`config.mk`:
```
export PLATFORM = sky130hd
export DESIGN_NAME = id_ex_stage
export DESIGN_NICKNAME = d
export VERILOG_FILES = /design/src/rtl/id_ex_stage.sv
export SDC_FILE = /design/constraint.sdc
export NUM_CORES = 1
export LEC_CHECK = 0
export ABC_AREA = 1
export CELL_PAD_IN_SITES_DETAIL_PLACEMENT = 1
export CELL_PAD_IN_SITES_GLOBAL_PLACEMENT = 1
export CORE_MARGIN = 1
export CORE_UTILIZATION = 30
export DETAILED_ROUTE_END_ITERATION = 12
export GPL_TIMING_DRIVEN = 0
export HOLD_SLACK_MARGIN = 0.05
export PLACE_DENSITY = 0.83
export SYNTH_ARGS = -nofsm -noshare
export SYNTH_HDL_FRONTEND = slang
export SYNTH_SLANG_ARGS = --single-unit
```
`constraint.sdc`:
```
create_clock -name clk -period 2.4 [get_ports clk]
set_input_delay 0.48 -clock clk [delete_from_list [all_inputs] [get_ports clk]]
set_output_delay 0.48 -clock clk [all_outputs]
set_load 0.02 [all_outputs]
```
`src/rtl/id_ex_stage.sv`:
```
// id_ex_stage: decode-to-execute pipeline stage.
//
// Purpose:
//   Drives the register file read addresses from the instruction in ID and forwards a
//   same-cycle WB write onto the operands. Generates the RV32I immediate and detects
//   load-use hazards, inserting a bubble and stalling ID. Captures operands and control
//   into the ID/EX pipeline register that EX consumes.
//
// Ports:
//   clk, rst             rising-edge clock, synchronous active-high reset
//   id_valid/pc/instr    instruction currently held in ID
//   rs1_addr, rs2_addr   register file read addresses (instr[19:15], instr[24:20])
//   rs1_data, rs2_data   register file read data
//   wb_we/rd/data        register file write port driven by WB this cycle
//   ex_stall             EX cannot accept; hold the ID/EX register
//   flush                taken branch/jump; kill the ID->EX transfer
//   id_stall             hold PC and the IF/ID register
//   ex_*                 ID/EX pipeline register contents
module id_ex_stage #(
  parameter int unsigned WID_DATA = 32,
  parameter int unsigned WID_ADD  = 5
) (
  input  logic                clk,
  input  logic                rst,
  input  logic                id_valid,
  input  logic [31:0]         id_pc,
  input  logic [31:0]         id_instr,
  output logic [WID_ADD-1:0]  rs1_addr,
  output logic [WID_ADD-1:0]  rs2_addr,
  input  logic [WID_DATA-1:0] rs1_data,
  input  logic [WID_DATA-1:0] rs2_data,
  input  logic                wb_we,
  input  logic [WID_ADD-1:0]  wb_rd,
  input  logic [WID_DATA-1:0] wb_data,
  input  logic                ex_stall,
  input  logic                flush,
  output logic                id_stall,
  output logic                ex_valid,
  output logic [31:0]         ex_pc,
  output logic [WID_DATA-1:0] ex_rs1_val,
  output logic [WID_DATA-1:0] ex_rs2_val,
  output logic [31:0]         ex_imm,
  output logic [WID_ADD-1:0]  ex_rd,
  output logic [6:0]          ex_opcode,
  output logic [2:0]          ex_funct3,
  output logic                ex_funct7b5,
  output logic                ex_is_load,
  output logic                ex_reg_we
);

  localparam logic [6:0] OpLoad   = 7'b0000011;
  localparam logic [6:0] OpMisc   = 7'b0001111;
  localparam logic [6:0] OpImm    = 7'b0010011;
  localparam logic [6:0] OpAuipc  = 7'b0010111;
  localparam logic [6:0] OpStore  = 7'b0100011;
  localparam logic [6:0] OpOp     = 7'b0110011;
  localparam logic [6:0] OpLui    = 7'b0110111;
  localparam logic [6:0] OpBranch = 7'b1100011;
  localparam logic [6:0] OpJalr   = 7'b1100111;
  localparam logic [6:0] OpJal    = 7'b1101111;
  localparam logic [6:0] OpSystem = 7'b1110011;

  logic [6:0]          opcode;
  logic [WID_ADD-1:0]  rd;
  logic                uses_rs1;
  logic                uses_rs2;
  logic                is_load;
  logic                reg_we;
  logic [31:0]         imm;
  logic [WID_DATA-1:0] rs1_fwd;
  logic [WID_DATA-1:0] rs2_fwd;
  logic                hz;

  assign opcode   = id_instr[6:0];
  assign rd       = WID_ADD'(id_instr[11:7]);
  assign rs1_addr = WID_ADD'(id_instr[19:15]);
  assign rs2_addr = WID_ADD'(id_instr[24:20]);

  // Decode: register usage, control bits and immediate.
  always_comb begin
    uses_rs1 = !(opcode inside {OpLui, OpAuipc, OpJal});
    uses_rs2 = opcode inside {OpOp, OpStore, OpBranch};
    is_load  = (opcode == OpLoad);
    reg_we   = (rd != '0) && !(opcode inside {OpStore, OpBranch});
    imm      = '0;
    case (opcode)
      OpLoad, OpImm, OpJalr, OpSystem, OpMisc: begin
        imm = {{20{id_instr[31]}}, id_instr[31:20]};
      end
      OpStore: begin
        imm = {{20{id_instr[31]}}, id_instr[31:25], id_instr[11:7]};
      end
      OpBranch: begin
        imm = {{19{id_instr[31]}}, id_instr[31], id_instr[7], id_instr[30:25],
               id_instr[11:8], 1'b0};
      end
      OpLui, OpAuipc: begin
        imm = {id_instr[31:12], 12'b0};
      end
      OpJal: begin
        imm = {{11{id_instr[31]}}, id_instr[31], id_instr[19:12], id_instr[20],
               id_instr[30:21], 1'b0};
      end
      default: imm = '0;
    endcase
  end

  // WB bypass: the register file is read and written in the same cycle, so the
  // write data must be forwarded here. x0 always reads as zero.
  always_comb begin
    if (rs1_addr == '0) begin
      rs1_fwd = '0;
    end else if (wb_we && (wb_rd == rs1_addr)) begin
      rs1_fwd = wb_data;
    end else begin
      rs1_fwd = rs1_data;
    end
    if (rs2_addr == '0) begin
      rs2_fwd = '0;
    end else if (wb_we && (wb_rd == rs2_addr)) begin
      rs2_fwd = wb_data;
    end else begin
      rs2_fwd = rs2_data;
    end
  end

  // Load-use: the load in EX produces its data too late for the instruction in ID.
  assign hz = id_valid && ex_valid && ex_is_load && (ex_rd != '0) &&
              ((uses_rs1 && (ex_rd == rs1_addr)) || (uses_rs2 && (ex_rd == rs2_addr)));

  assign id_stall = (hz || ex_stall) && !rst;

  always_ff @(posedge clk) begin
    if (rst) begin
      ex_valid    <= 1'b0;
      ex_pc       <= '0;
      ex_rs1_val  <= '0;
      ex_rs2_val  <= '0;
      ex_imm      <= '0;
      ex_rd       <= '0;
      ex_opcode   <= '0;
      ex_funct3   <= '0;
      ex_funct7b5 <= 1'b0;
      ex_is_load  <= 1'b0;
      ex_reg_we   <= 1'b0;
    end else if (flush) begin
      // Flush wins over ex_stall: the held instruction is on the wrong path.
      ex_valid   <= 1'b0;
      ex_reg_we  <= 1'b0;
      ex_is_load <= 1'b0;
    end else if (ex_stall) begin
      // Hold everything; a pending hazard is re-evaluated once EX frees up.
    end else if (hz) begin
      // Bubble; payload fields are left as-is since nothing consumes them.
      ex_valid   <= 1'b0;
      ex_reg_we  <= 1'b0;
      ex_is_load <= 1'b0;
    end else begin
      ex_valid    <= id_valid;
      ex_pc       <= id_pc;
      ex_rs1_val  <= rs1_fwd;
      ex_rs2_val  <= rs2_fwd;
      ex_imm      <= imm;
      ex_rd       <= rd;
      ex_opcode   <= opcode;
      ex_funct3   <= id_instr[14:12];
      ex_funct7b5 <= id_instr[30];
      ex_is_load  <= id_valid && is_load;
      ex_reg_we   <= id_valid && reg_we;
    end
  end

endmodule

```
==> flow_summary_export.csv <==
group,metric,value,unit
clock_tree,root_buffer,"clkbuf_16",
logic_synthesis,synth_area,8650,sq um
pwr,power_density,555,nW/um^2
place,port_buffers,326,
critical_path,worstPathArrival,1870,ps
min_path,hold_depth,3,
clock_tree,cts_tree,"yes",
critical_path,cp_max_fo,10,
finish,nFillCells,3729,
clock_tree,cts-buffers-inserted,17,
critical_path,rr_worst_depth,13,
finish,mostFrequentLayoutCell,"nand2_1",
die,die_y,172,um
run,max_cap_viol_count,0,
finish,layout-drive-gt1-share,0.0838,
global_routing,overflow,0,
global_routing,antenna_found_initial,4,
sta,hold_violations,0,
logic_synthesis,avgSynthCellArea,5.98,sq um
global_routing,grt_pass1_wl,60700,um
critical_path,worstSetupStartpointType,"input pin",
pwr,seqPwrFrac,0.368,
finish,fin_area,13100,sq um
min_path,hold_path_class,"input pin to register",
global_routing,grt_usage,0.274,
sta,slew_viol_final,0,
drt,vias_per_cell,4.85,
logic_synthesis,synthCells,1447,
pwr,p_leak,6.29,nW
drt,drt_iter0_drc,652,
logic_synthesis,synth_area_leaders,"dfxtp_1 34%, nand2_1 17%, nand4_1 13%",
clock_tree,cts.reportedPaths.clkPinSlew,70,ps
drt,drc_errors,0,
logic_synthesis,synth_mux_area_frac,0,
pwr,p_comb_frac,0.247,
logic_synthesis,synth_fa_ha_area_frac,0,
critical_path,path_class,"input pin to output pin",
logic_synthesis,synth_top_family_by_area,"simple AND/OR/NAND/NOR gates",
pwr,clkPwrFrac,0.385,
clock_tree,htree_levels,4,
drt,drtPass1Iterations,5,
sta,fmax,0.426,GHz
logic_synthesis,yosysWarnings,0,
clock_tree,numClockSinks,147,
sta,fin_crit,2350,ps
logic_synthesis,synth_compound_area_frac,0.0516,
drt,avgRoutedWirePerCell,18.5,um
logic_synthesis,syn_nets,1618,
sta,setup_viol,0,
global_routing,grt_max_degree,17,
place,dp_hpwl,32100,um
sta,tns,0,ps
critical_path,cp.required,1920,ps
drt,drtAntennaViolNets,0,
critical_path,endpoint_kind,"output pin",
logic_synthesis,yosysTopAreaCell,"dfxtp_1",
drt,routed-via-count,10654,
critical_path,worst-r2r-setup-slack,230,ps
die,core_area,28100,sq um
pwr,sw_frac_of_total,0.334,
finish,syn2layout_area_growth,51.4,%
min_path,min_to,"ex_opcode[3]",
clock_tree,hold_buffers,0,
sta,period_share,0.977,
place,dpl_cell_area,12400,sq um
sta,relSlewSlack,0.493,
die,rows,61,
logic_synthesis,ys_ff_latch,147,
drt,routed_wl,40600,um
logic_synthesis,ys_seq_area_frac,0.340,
pwr,p_sw,2.43,mW
die,ios,329,
logic_synthesis,netlist.area_leader.share,0.340,
die,initial_utilization,0.308,
sta,tightest_slew,760,ps
logic_synthesis,post_synth_and_or_nand_nor_area_fraction,0.423,
outcome,status,"finished, final reports clean",
logic_synthesis,ys_types,26,
critical_path,reg2reg_to,"ex_rd[3]",
clock_tree,clockBufferDepth,2,
global_routing,grt_pass1_vias,10959,
die,die_w,172,um
logic_synthesis,synth-xor-area-share,0.00506,
die,dieArea,29500,sq um
pwr,internal-power,4.84,mW
finish,mostFrequentLayoutCells,"392 x nand2_1, 309 x clkdlybuf4s50_1, 235 x inv_1, 186 x nand4_1, 153 x nor2_1",
pwr,vdd.ir_drop.worst,0.359,mV
sta,skew,13.4,ps
clock_tree,clk_latency,440,ps
critical_path,r2r-start,"ex_rd[1]",
min_path,hold_start,"id_instr[3]",
place,gp_congestion,0.922,
finish,nets,1971,
==> timing repair <==
action,in CTS,in global routing
setup endpoints to repair,131,10
setup buffers,5,3
gates cloned,0,0
pin swaps,5,3
gates resized for setup,51,28
==> power by group through the flow <==
stage	Combinational, mW	Sequential [mW]	Clock [mW]
final	1.79	2.67	2.80
after global routing	1.95	2.69	2.94
after CTS	1.79	2.68	2.84
after detailed placement	1.77	2.73	0
after global placement	1.73	2.72	0
after floorplan	0.690	2.89	0
==> cell type report <==
type                       count  area (sq um)  area share
multi-input combinational    910          4220       0.322
timing repair buffer         334          3280       0.251
sequential                   147          2960       0.226
inverter                     275          1030      0.0790
buffer                       115           537      0.0410
tap                          378           473      0.0361
clock buffer                  17           425      0.0325
clock inverter                15           159      0.0121
antenna                        4          10.0    0.000764
==> metrics by stage <==
step | total power, mW | util | hold slack [ps] | setup slack, ps | cells
floorplan | 3.58 | - | 532 | 217 | 1447
global placement | 4.46 | 0.441 | 447 | -985 | 2151
detailed placement | 4.50 | 0.441 | 454 | -989 | 2151
CTS | 7.30 | 0.465 | 442 | 1.09 | 2188
global route | 7.58 | 0.466 | 393 | -26.7 | 2195
finish | 7.27 | 0.466 | 387 | 54.3 | 2195
==> kinds of logic after synthesis <==
group                     count (synthesis)
and+or+nand+nor                         820
AOI/OAI and AO/OA                        85
DFF                                     147
xor gates and xnor gates                  5
buffers and inverters                   390
==> state kept, by name, indices dropped and copies added, names as in the netlist <==
register,flops
ex_funct3,3
ex_funct7b5,1
ex_imm,32
ex_is_load,1
ex_opcode,7
ex_pc,32
ex_rd,5
ex_reg_we,1
ex_rs1_val,32
ex_rs2_val,32
ex_valid,1
==> routing by layer <==
layer  GRT usage  part of all wire
met5           0                 0
met4       0.128             0.037
met3      0.0644             0.073
met2       0.470              0.48
met1       0.320              0.41
==> critical path, stage by stage <==
cell and delay [ps]:
clkdlybuf4s15_1 330, nand2_1 150, nand4_1 110, nor2_1 140
nand2_1 80, nand2_2 100, nand2_4 60, buf_6 140
a21oi_2 120, buf_4 150
==> synthesized netlist by cell type, drive strengths merged <==
cell type	instances
nor2	163
nand3b	1
xor2	4
buf	46
clkbuf	69
nand2	398
a21oi	70
xnor2	1
a21boi	5
o31ai	1
dfxtp	147
inv	274
o211ai	1
nand3	70
clkinv	1
o22ai	3
nand4	186
nor3	2
o21ai	5
==> worst max path at each step <==
stage / startpoint / to / slack [ps] / cells after the start
after CTS: wb_rd[3] / ex_rs1_val[1] / 1 / 12
after global routing: id_instr[19] / id_stall / -30 / 10
final: id_instr[19] / id_stall / 50 / 10
after global placement: id_instr[20] / id_stall / -990 / 11
after floorplan: id_instr[6] / id_stall / 220 / 11
after detailed placement: ex_stall / id_stall / -990 / 6
Note: power is estimated with default switching activity, not from simulation.
